File: config.mk
export PLATFORM = sky130hd
export DESIGN_NAME = serial_master_port
export DESIGN_NICKNAME = d
export VERILOG_FILES = /design/src/rtl/serial_master_port.sv
export SDC_FILE = /design/constraint.sdc
export NUM_CORES = 1
export LEC_CHECK = 0
export ABC_AREA = 1
export CAP_MARGIN = 20
export CORE_ASPECT_RATIO = 0.9
export CORE_MARGIN = 5
export CORE_UTILIZATION = 52
export DETAILED_ROUTE_END_ITERATION = 10
export PLACE_DENSITY = 0.79
export SLEW_MARGIN = 20
export SYNTH_ARGS = -nofsm -noshare
export SYNTH_HDL_FRONTEND = slang
export SYNTH_SLANG_ARGS = --single-unit
File: constraint.sdc
create_clock -name MASTER_CLK -period 2.1 [get_ports MASTER_CLK]
set_input_delay 0.21 -clock MASTER_CLK [delete_from_list [all_inputs] [get_ports MASTER_CLK]]
set_output_delay 0.21 -clock MASTER_CLK [all_outputs]
set_load 0.02 [all_outputs]
File: src/rtl/serial_master_port.sv
// Master-side bus port: takes one parallel request, serialises slave select and
// the command frame towards the arbiter/bus, collects serial read data, reports completion.
module serial_master_port #(
  parameter int unsigned ADDR_W     = 12,
  parameter int unsigned DATA_W     = 8,
  parameter int unsigned RX_TIMEOUT = 255
) (
  input  logic              MASTER_CLK,
  input  logic              MASTER_RST,
  input  logic              req_valid,
  output logic              req_ready,
  input  logic              req_write,
  input  logic [1:0]        req_slave,
  input  logic [ADDR_W-1:0] req_addr,
  input  logic [DATA_W-1:0] req_wdata,
  output logic              rsp_valid,
  output logic              rsp_err,
  output logic [DATA_W-1:0] rsp_rdata,
  output logic              M_RQST,
  output logic              M_slave_SEL,
  input  logic              M_GRANT,
  input  logic              ARB_BUSY,
  input  logic              BUS_BUSY,
  output logic              M_TX,
  output logic              M_TX_VALID,
  input  logic              M_RX,
  input  logic              M_RX_VALID,
  output logic              tx_done
);

  localparam int unsigned FRAME_W = 1 + ADDR_W + DATA_W;
  localparam int unsigned IDX_W   = $clog2(FRAME_W);
  localparam int unsigned TO_W    = $clog2(RX_TIMEOUT + 1);

  localparam logic [IDX_W-1:0] WR_LAST = IDX_W'(FRAME_W - 1);
  localparam logic [IDX_W-1:0] RD_LAST = IDX_W'(ADDR_W);
  localparam logic [IDX_W-1:0] RX_LAST = IDX_W'(DATA_W - 1);
  localparam logic [TO_W-1:0]  TO_LAST = TO_W'(RX_TIMEOUT - 1);

  typedef enum logic [2:0] {
    S_IDLE,
    S_REQ,
    S_SEL1,
    S_WAIT_GNT,
    S_TX,
    S_RX,
    S_DONE
  } state_t;

  state_t             state_q, state_d;
  logic [1:0]         slave_q, slave_d;
  logic [FRAME_W-1:0] frame_q, frame_d;
  logic [IDX_W-1:0]   idx_q, idx_d;
  logic [TO_W-1:0]    tcnt_q, tcnt_d;
  logic [DATA_W-1:0]  rdata_q, rdata_d;
  logic               err_q, err_d;

  always_ff @(posedge MASTER_CLK) begin
    if (MASTER_RST) begin
      state_q <= S_IDLE;
      slave_q <= '0;
      frame_q <= '0;
      idx_q   <= '0;
      tcnt_q  <= '0;
      rdata_q <= '0;
      err_q   <= 1'b0;
    end else begin
      state_q <= state_d;
      slave_q <= slave_d;
      frame_q <= frame_d;
      idx_q   <= idx_d;
      tcnt_q  <= tcnt_d;
      rdata_q <= rdata_d;
      err_q   <= err_d;
    end
  end

  always_comb begin
    state_d     = state_q;
    slave_d     = slave_q;
    frame_d     = frame_q;
    idx_d       = idx_q;
    tcnt_d      = tcnt_q;
    rdata_d     = rdata_q;
    err_d       = err_q;
    req_ready   = 1'b0;
    rsp_valid   = 1'b0;
    rsp_err     = 1'b0;
    rsp_rdata   = '0;
    M_RQST      = 1'b0;
    M_slave_SEL = 1'b0;
    M_TX        = 1'b0;
    M_TX_VALID  = 1'b0;
    tx_done     = 1'b0;

    unique case (state_q)
      S_IDLE: begin
        req_ready = 1'b1;
        if (req_valid) begin
          // frame bit 0 is the write flag, so frame_q[0] doubles as the op type
          frame_d = {req_wdata, req_addr, req_write};
          slave_d = req_slave;
          state_d = S_REQ;
        end
      end
      S_REQ: begin
        M_RQST      = 1'b1;
        M_slave_SEL = slave_q[0];
        if (!ARB_BUSY && !BUS_BUSY) state_d = S_SEL1;
      end
      S_SEL1: begin
        M_RQST      = 1'b1;
        M_slave_SEL = slave_q[1];
        state_d     = S_WAIT_GNT;
      end
      S_WAIT_GNT: begin
        M_RQST = 1'b1;
        if (M_GRANT) begin
          state_d = S_TX;
          idx_d   = '0;
        end else if (BUS_BUSY) begin
          state_d = S_REQ;
        end
      end
      S_TX: begin
        M_RQST = 1'b1;
        if (M_GRANT) begin
          M_TX_VALID = 1'b1;
          M_TX       = frame_q[idx_q];
          if (idx_q == (frame_q[0] ? WR_LAST : RD_LAST)) begin
            state_d = frame_q[0] ? S_DONE : S_RX;
            idx_d   = '0;
            tcnt_d  = '0;
            rdata_d = '0;
            err_d   = 1'b0;
          end else begin
            idx_d = idx_q + 1'b1;
          end
        end
      end
      S_RX: begin
        M_RQST = 1'b1;
        if (M_GRANT) begin
          if (M_RX_VALID) begin
            rdata_d = {M_RX, rdata_q[DATA_W-1:1]};
            tcnt_d  = '0;
            if (idx_q == RX_LAST) state_d = S_DONE;
            else idx_d = idx_q + 1'b1;
          end else if (tcnt_q == TO_LAST) begin
            state_d = S_DONE;
            err_d   = 1'b1;
            rdata_d = '0;
          end else if (tcnt_q != '1) begin
            tcnt_d = tcnt_q + 1'b1;
          end
        end
      end
      S_DONE: begin
        tx_done   = 1'b1;
        rsp_valid = 1'b1;
        rsp_err   = err_q;
        rsp_rdata = rdata_q;
        state_d   = S_IDLE;
      end
      default: state_d = S_IDLE;
    endcase
  end

endmodule

# Word level (Yosys, flattened, before mapping)
# Index checks and enable logic that the tools add are counted.
# classes
addsub	2
magnitude_cmp	1
eq_ne	25
muxes	49
n_reduce_logical	13
# ops
operator	n
8-bit two-way mux	10
5-bit two-way mux	7
8-bit case mux with 2 select lines	2
3-bit two-way mux	10
2-bit inequality test (second input constant)	10
3-bit case mux with 6 select lines	1
6-bit AND reduction	3
3-bit inequality test (second input constant)	5
5-bit case mux with 3 select lines	1
1-bit two-way mux	14
3-bit equality test (second input constant)	3
8-bit by 1-bit adder with 8-bit output (second input constant)	1
8-bit equality test (second input constant)	1
8-bit inequality test (second input constant)	1
8-bit AND reduction	1
3-bit by 2-bit equality test with 1-bit output (second input constant)	2
5-bit by 6-bit less-than comparator with 1-bit output (second input constant)	1
5-bit by 1-bit adder with 5-bit output (second input constant)	1
1-bit binary-select mux with 5-bit select	1
5-bit by 3-bit equality test with 1-bit output (second input constant)	1
5-bit equality test	1
5-bit AND reduction	1
5-bit OR reduction	1
1-bit case mux with 2 select lines	2
other kinds (8)	9
# word_totals
regBits	48
in_bits	31
elab_cells	97

# Logic depth before layout (Yosys ltp)
# Gate-level depths: netlist (run 1).
# logic_depth
ltp_word	6
depth_mapped	12
mapped_depth_nobuf	11

# Worst setup path after synthesis (run 1)
# OpenSTA, ideal clock, no wires.
# synth_timing
path_type	reg2out
from	register state_q[2]
to	output rsp_err
arrival_time_ps	1692
path_slack_ps	198
path_stages_with_launch	5
path_cell_list	dfxtp_1 inv_2 nor3_1 inv_2 nor2_1
# synth_via
elab_chain_len	2
# synth_rtl
element	line_no	source
start, declared	50	state_t state_q, state_d;
start signal, assigned	68	state_q <= state_d;
3-bit equality test	96	unique case (state_q)
1-bit two-way mux	96	
end, declared	17	output logic rsp_err,
# No other way between the ends.

# Worst setup path in the final report (run 1)
# layout_timing
from	register state_q[1]
to	output rsp_rdata[2]
# layout_via
elab_chain_len	2
# layout_rtl
element	line_no	source
3-bit equality test	96	
8-bit two-way mux	96	
end, declared	18	output logic [DATA_W-1:0] rsp_rdata,
# No other way between the ends.

==> key figures, run 1 <==
Cells and area
  – Synth-to-layout area growth: 25.1%
  – Diodes inserted: 0
  – Layout cells sized above 1: 8.72%
  – Fin cells: 512
  – Layout Utilization: 66.8%
  – Fill cell count: 448
  – Final nets: 481

Routing
  – Routed wire per std cell: 11.6 um
  – DRT iter0 DRCs: 161
  – Final antenna-violating net count: 0
  – Detailed-route via count: 2,597
  – Via density: 5.07
  – Pre-antenna DRT Iters: 4
  – Total Wirelength: 5960 um
  – DRC: 0

Yosys
  – Top cell type's share of synthesized area: 37.2%
  – Top_reg_cell synth: dfxtp_1
  – Count leader, synth: nand2_1
  – Synth area leader: dfxtp_1
  – Seq cells post-synth: 48
  – Commonest cells post-synth: 60 x nand2_1, 58 x inv_1, 54 x nor2_1
  – Synth Area per Inst: 6.51 um2
  – Top cells by area, synth: dfxtp_1 37%, a21oi_1 9.5%, nand2_1 8.7%, inv_1 8.4%, nor2_1 7.8%
  – Syn_nets: 432
  – Synth unique cells: 29
  – Ys async rst share: 0%
  – Mapped Area: 2580 um2
  – Synthesized instance count: 397
  – Synthesis warning total: 0
  – Seq/Total Area, Yosys: 37.2%
  – Post-synth EDFFs: 0

Clock network
  – Worst-Skew Late Latency: 300 ps
  – CTS Sinks: 48
  – Total CTS buffers: 5
  – Cts hold-fix bufs: 0
  – Setup bufs post-CTS: 0
  – H-tree levels: 2
  – CTS tree: yes
  – CTS Buffer Depth: 2
  – Clock-pin slew on the worst setup and hold paths: 90 ps
  – CTS root buf: clkbuf_8

Run
  – Max-cap violation count: 0

Die
  – Die area: 6480 um2
  – Core Region: 4830 um2
  – Die X: 84.3 um
  – Starting density of the core: 53.4%
  – Num rows: 24
  – # IOs: 47
  – Chip Height: 76.9 um

Setup path
  – Worst-path fanout max: 9
  – CP Data Required Time: 1890 ps
  – Largest stage delay on the critical path: 600 ps
  – Worst path slowest cell: clkdlybuf4s50_1
  – Worst path cell trace: inv_2, nor3_2, inv_2, nor2_1, clkdlybuf4s50_1
  – Critical Path Most Common Cell: inv_2
  – Crit Path Class: register to primary output
  – Crit path DAT: 1810 ps
  – CP Launch Type: register
  – CP endpoint kind: primary output

Global route
  – First-pass GRT wire length: 10,400 um
  – All-Layer GR Usage: 18.8%
  – Final global-route overflow total: 0
  – Antenna violations before repair: 0
  – Largest net degree at the start of global routing: 32
  – Number of global-route vias before repair: 2,475

STA
  – Max_slew headroom: 79.7%
  – Unrepaired setup endpoints after global routing: no
  – Min cycle time layout: 2020 ps
  – Worst-Margin Slew: 303 ps
  – Layout Skew: 6.01 ps
  – Final Hold Violating Endpoints: 0
  – Final Cycle Share: 96.1%
  – Setup TNS: 0 ps
  – Final setup violation count: 0
  – Slew Limit Fails: 0
  – F_max: 496 MHz

Placement
  – Placed cells: 504
  – DPL Wire Length: 4410 um
  – GPL Wtd Cong: 0.863
  – Port bufs: 46

Power
  – PD cells: 692 nW/um2
  – Max rail drop VDD: 0.519 mV
  – Leak Pwr: 0.00136 uW

Hold path
  – Hold crit path type: register to register

Status
  – Outcome: finished, final reports clean
[critical path, delay by kind of cell (launching register included)]
family,cells,cell delay (ps)
buffers and inverters,3,830
DFF,1,400
and+or+nand+nor,2,280
[report_power, final]
group | switching [uW] | internal (uW)
Clock | 311 | 268
Sequential | 54.4 | 1010
Combinational | 337 | 253
[flip-flops by register name, summed over array words and instances, names as in the netlist]
| signal | cells |
|---|---|
| idx_q | 5 |
| tcnt_q | 8 |
| err_q | 1 |
| slave_q | 2 |
| frame_q | 21 |
| state_q | 3 |
| rdata_q | 8 |
[cell type report]
class / instances / area [um2] / share of cell area, %
Multi-Input combinational cell: 269 / 1310 / 40.5
Sequential cell: 48 / 963 / 29.8
Timing Repair Buffer: 58 / 539 / 16.7
Inverter: 64 / 244 / 7.55
Clock buffer: 7 / 86.3 / 2.67
Tap cell: 65 / 81.3 / 2.52
Clock inverter: 1 / 7.51 / 0.232
[timing repair]
item | 4_1_cts | 5_1_grt
resized for setup | 10 | 5
endpoints found under the hold margin | 0 | 0
setup endpoints to repair | 14 | 13
[worst paths after layout]
kind | slack [ps] | end | depth (start not counted) | startpoint
setup reg to reg | 260 | tcnt_q[6] | 9 | idx_q[0]
hold reg to reg | 450 | frame_q[6] | 2 | frame_q[6]
hold / removal | 450 | frame_q[6] | 2 | frame_q[6]
setup / recovery | 80 | rsp_rdata[2] | 5 | state_q[1]
[cell families after synthesis]
| group | Yosys count | share of synthesized area, % |
|---|---|---|
| buffers and inverters | 80 | 12.3 |
| adder cells (fa/ha/maj) | 4 | 1.94 |
| XOR/XNOR | 1 | 0.339 |
| AO/OA/AOI/OAI | 101 | 19.8 |
| AND/OR/NAND/NOR | 163 | 28.5 |
| flip-flops | 48 | 37.2 |
[cells in the final DEF, fill, tap and decap left out]
master,n
nand2_1,60
nand2_2,1
nor2_1,54
nor2_2,1
xor2_1,1
nand3_1,33
nand4_2,1
clkinv_1,1
clkbuf_1,1
o21ai_0,38
o22ai_1,2
dfxtp_1,46
dlymetal6s2s_1,1
clkdlybuf4s50_1,37
buf_4,12
nor3b_1,1
a21oi_1,49
o21ai_1,10
inv_2,5
clkbuf_8,6
dlygate4sd2_1,7
nand4_1,3
dfxtp_2,2
inv_1,57
nor3_1,1
nor2_4,2
a31oi_1,2
nand3_4,1
clkinvlp_4,2
nand2_4,1
nand3_2,2
clkbuf_2,1
nor3_2,2
ha_1,4
[per-stage QoR]
step                instance area (um2)  hold slack (ps)  total power (uW)  setup WS (ps)
floorplan                          2580              373              1450            198
global placement                   3140              442              1650            193
detailed placement                 3140              448              1670            166
CTS                                3230              460              2240          0.336
global route                       3230              472              2370          0.371
finish                             3230              454              2240           82.9
[metal layers]
layer / global-route usage, % / part of all wire, %
met1: 25.0 / 51
met5: 0 / 0
met3: 3.97 / 4.6
met2: 30.6 / 43
met4: 5.47 / 1.2
(Power assumes the default switching activity.)
==> run 2: changes to the inputs <==
- ABC_AREA: 1 -> unset
- CORE_UTILIZATION: 52 -> 54
- CTS_BUF_LIST: unset -> sky130_fd_sc_hd__clkbuf_2
- PLACE_DENSITY: 0.79 -> 0.82
==> run 2 against run 1 <==
  * The flow now finishes with violations (negative setup slack)
  * Sequential cell count unchanged
  * Count of clock-buffer cells in the layout down 2
  * Fmax decreased by 10%
  * Sequential share of layout area decreased by 1.7 points
  * Combinational power grew 95%
  * Critical path type unchanged
==> key figures, run 2 <==
Clock network
  – H-tree levels: 2 (unchanged)
  – CTS tree: yes (unchanged)
  – Worst-Skew Late Latency: 430 ps (was 300 ps)
  – CTS Buffer Depth: 2 (unchanged)
  – Clock-pin slew on the worst setup and hold paths: 280 ps (was 90 ps)
  – Total CTS buffers: 5 (unchanged)
  – CTS root buf: clkbuf_2 (was clkbuf_8)
  – CTS Sinks: 48 (unchanged)

Run
  – Max-cap violation count: 0 (unchanged)

Status
  – Outcome: finished with violations (was finished, final reports clean)
  – Failing checks: negative setup slack

Routing
  – Final antenna-violating net count: 0 (unchanged)
  – DRC: 0 (unchanged)
  – DRT iter0 DRCs: 152 (was 161)
  – Pre-antenna DRT Iters: 5 (was 4)
  – Total Wirelength: 6910 um (was 5960 um)
  – Detailed-route via count: 2,607 (was 2,597)
  – Routed wire per std cell: 15.4 um (was 11.6 um)
  – Via density: 5.79 (was 5.07)

Yosys
  – Synth Area in Adders: 1.96% (was 1.94%)
  – Xor/xnor share of the synthesized area: 1.37% (was 0.339%)
  – Post-synthesis mux area share: 8.22% (was 0%)
  – Ys async rst share: 0% (unchanged)
  – Synth unique cells: 44 (was 29)
  – Synthesized instance count: 321 (was 397)
  – Top_reg_cell synth: dfxtp_1 (unchanged)
  – Synth area leader: dfxtp_1 (unchanged)
  – Mapped Area: 2560 um2 (was 2580 um2)
  – Syn_nets: 356 (was 432)
  – Commonest cells post-synth: 67 x nand2_1, 48 x dfxtp_1, 40 x a21oi_1 (was 60 x nand2_1, 58 x inv_1, 54 x nor2_1)
  – Synth Area per Inst: 7.97 um2 (was 6.51 um2)
  – Seq/Total Area, Yosys: 37.6% (was 37.2%)
  – Compound-Gate Fraction of Synth Area: 17.4% (was 19.8%)
  – Main combinational cell family by area after synthesis: simple AND/OR/NAND/NOR gates (unchanged)
  – Post-synth EDFFs: 0 (unchanged)
  – Seq cells post-synth: 48 (unchanged)
  – Count leader, synth: nand2_1 (unchanged)
  – Synth Area in Simple Gates: 28.6% (was 28.5%)
  – Synthesis warning total: 0 (unchanged)
  – Top cells by area, synth: dfxtp_1 38%, nand2_1 9.8%, a21oi_1 7.8%, mux2i_1 4.7%, nand2b_1 3.7% (was dfxtp_1 37%, a21oi_1 9.5%, nand2_1 8.7%, inv_1 8.4%, nor2_1 7.8%)
  – Top cell type's share of synthesized area: 37.6% (was 37.2%)

STA
  – F_max: 444 MHz (was 496 MHz)
  – Hold slack final: 275 ps (was 454 ps)
  – Final Hold Violating Endpoints: 0 (unchanged)
  – Worst-Margin Slew: 683 ps (was 303 ps)
  – Max_slew headroom: 54.1% (was 79.7%)
  – Layout Skew: 29.9 ps (was 6.01 ps)
  – Min cycle time layout: 2250 ps (was 2020 ps)
  – Setup ws final: -153 ps (was 82.9 ps)
  – Final setup violation count: 1 (was 0)
  – Slew Limit Fails: 0 (unchanged)
  – Final Cycle Share: 107% (was 96.1%)
  – Unrepaired setup endpoints after global routing: yes (was no)

Cells and area
  – Diodes inserted: 0 (unchanged)
  – Synth-to-layout area growth: 34.8% (was 25.1%)
  – Largest Register: frame_q (unchanged)
  – Max reg flops: 21 (unchanged)
  – Commonest cells after routing, fill and taps aside: 67 x nand2_1, 44 x dfxtp_1, 37 x a21oi_1, 30 x clkdlybuf4s50_1, 28 x buf_4 (was 60 x nand2_1, 57 x inv_1, 54 x nor2_1, 49 x a21oi_1, 46 x dfxtp_1)
  – Layout cells sized above 1: 19.1% (was 8.72%)
  – Fin area: 3450 um2 (was 3230 um2)
  – Multi-input gate area: 1570 um2 (was 1310 um2)
  – Largest regs: frame_q x21, rdata_q x8, tcnt_q x8 (unchanged)
  – Fill cell count: 320 (was 448)
  – Commonest non-fill, non-tap cell in the layout: nand2_1 (unchanged)
  – Final nets: 422 (was 481)
  – Seq. cell area: 971 um2 (was 963 um2)

Die
  – Die area: 6220 um2 (was 6480 um2)
  – Num rows: 23 (was 24)
  – Die X: 82.6 um (was 84.3 um)
  – # IOs: 47 (unchanged)
  – Core Region: 4520 um2 (was 4830 um2)
  – Chip Height: 75.3 um (was 76.9 um)
  – Starting density of the core: 56.6% (was 53.4%)

Setup path
  – Worst-path fanout max: 5 (was 9)
  – CP Launch Type: register (unchanged)
  – CP Data Required Time: 1890 ps (about the same)
  – Crit Path Class: register to primary output (unchanged)
  – Crit path DAT: 2040 ps (was 1810 ps)
  – CP endpoint kind: primary output (unchanged)

Placement
  – Port bufs: 46 (unchanged)
  – DPL Wire Length: 4820 um (was 4410 um)
  – GPL Wtd Cong: 0.897 (was 0.863)
  – Post-DP Area: 3210 um2 (was 3140 um2)

Global route
  – Final global-route overflow total: 0 (unchanged)
  – Antenna violations before repair: 0 (unchanged)
  – First-pass GRT wire length: 10,500 um (was 10,400 um)
  – All-Layer GR Usage: 21.4% (was 18.8%)
  – Largest net degree at the start of global routing: 24 (was 32)
  – Number of global-route vias before repair: 2,371 (was 2,475)

Power
  – Max rail drop VDD: 0.557 mV (was 0.519 mV)
  – Leak Pwr: 0.00136 uW (about the same)
  – PD cells: 822 nW/um2 (was 692 nW/um2)

Hold path
  – Hold crit path type: input port to register (was register to register)
run 2: area by class of cell:
cell class | count | share of cell area (%)
Sequential cell | 48 | 28.1
Multi-Input combinational cell | 242 | 45.5
Clock inverter | 3 | 1.34
Inverter | 11 | 1.27
Timing Repair Buffer | 79 | 20.8
Clock buffer | 5 | 0.725
Tap cell | 62 | 2.25
run 2: what timing repair did:
item / 4_1_cts / 5_1_grt
buffers inserted: 2 / 5
endpoints found under the setup margin: 16 / 20
resized for setup: 26 / 30
pin swaps: 2 / 12
hold buffers: 0 / 0
run 2: final timing paths:
| kind | slack [ps] | start | to | cells past startpoint |
|---|---|---|---|---|
| setup / recovery | -150 | idx_q[0] | M_TX | 6 |
| setup reg to reg | 10 | idx_q[0] | tcnt_q[1] | 11 |
| hold reg to reg | 470 | frame_q[19] | frame_q[19] | 2 |
| hold / removal | 280 | req_addr[6] | frame_q[7] | 3 |
run 2: layer usage:
layer | vias up | global-route usage [%] | wire length [um]
met4 | 0 | 4.72 | 120
met1 | 1247 | 27.8 | 2970
met5 | - | 0 | 0
met3 | 15 | 3.90 | 447
met2 | 107 | 37.2 | 3380
li1 | 1238 | - | -
run 2: worst max-delay path, stage by stage, from the launching register on:
cell and delay [ps]:
dfxtp_4 460, mux4_2 520, nor2b_4 140, a211oi_2 170, a211o_1 140, a21boi_2 60, buf_6 130
run 2: kinds of logic after synthesis:
group | after synthesis
muxes | 16
xor gates and xnor gates | 4
DFF | 48
adders and majority gates | 4
buffers and inverters | 31
AOI/OAI and AO/OA | 72
and+or+nand+nor | 146
run 2: report_power, final:
group	total [uW]	switching (uW)	leakage [uW]	internal, uW
logic	1150	598	0.000931	550
registers	1170	119	0.000393	1050
clock network	520	314	0.0000396	205
run 2: per-stage QoR:
stage          total power [uW]  setup WS (ps)  util, %  std cells  TNS (ps)
6_report                   2840           -153     76.4        450      -153
3_5_place_dp               2170           -294     70.9        435      -294
4_1_cts                    2690           -182     72.7        445      -182
2_1_floorplan              1790            156        -        321         0
5_1_grt                    2990           -255     76.4        450      -509
3_3_place_gp               2140           -201     70.9        435      -201
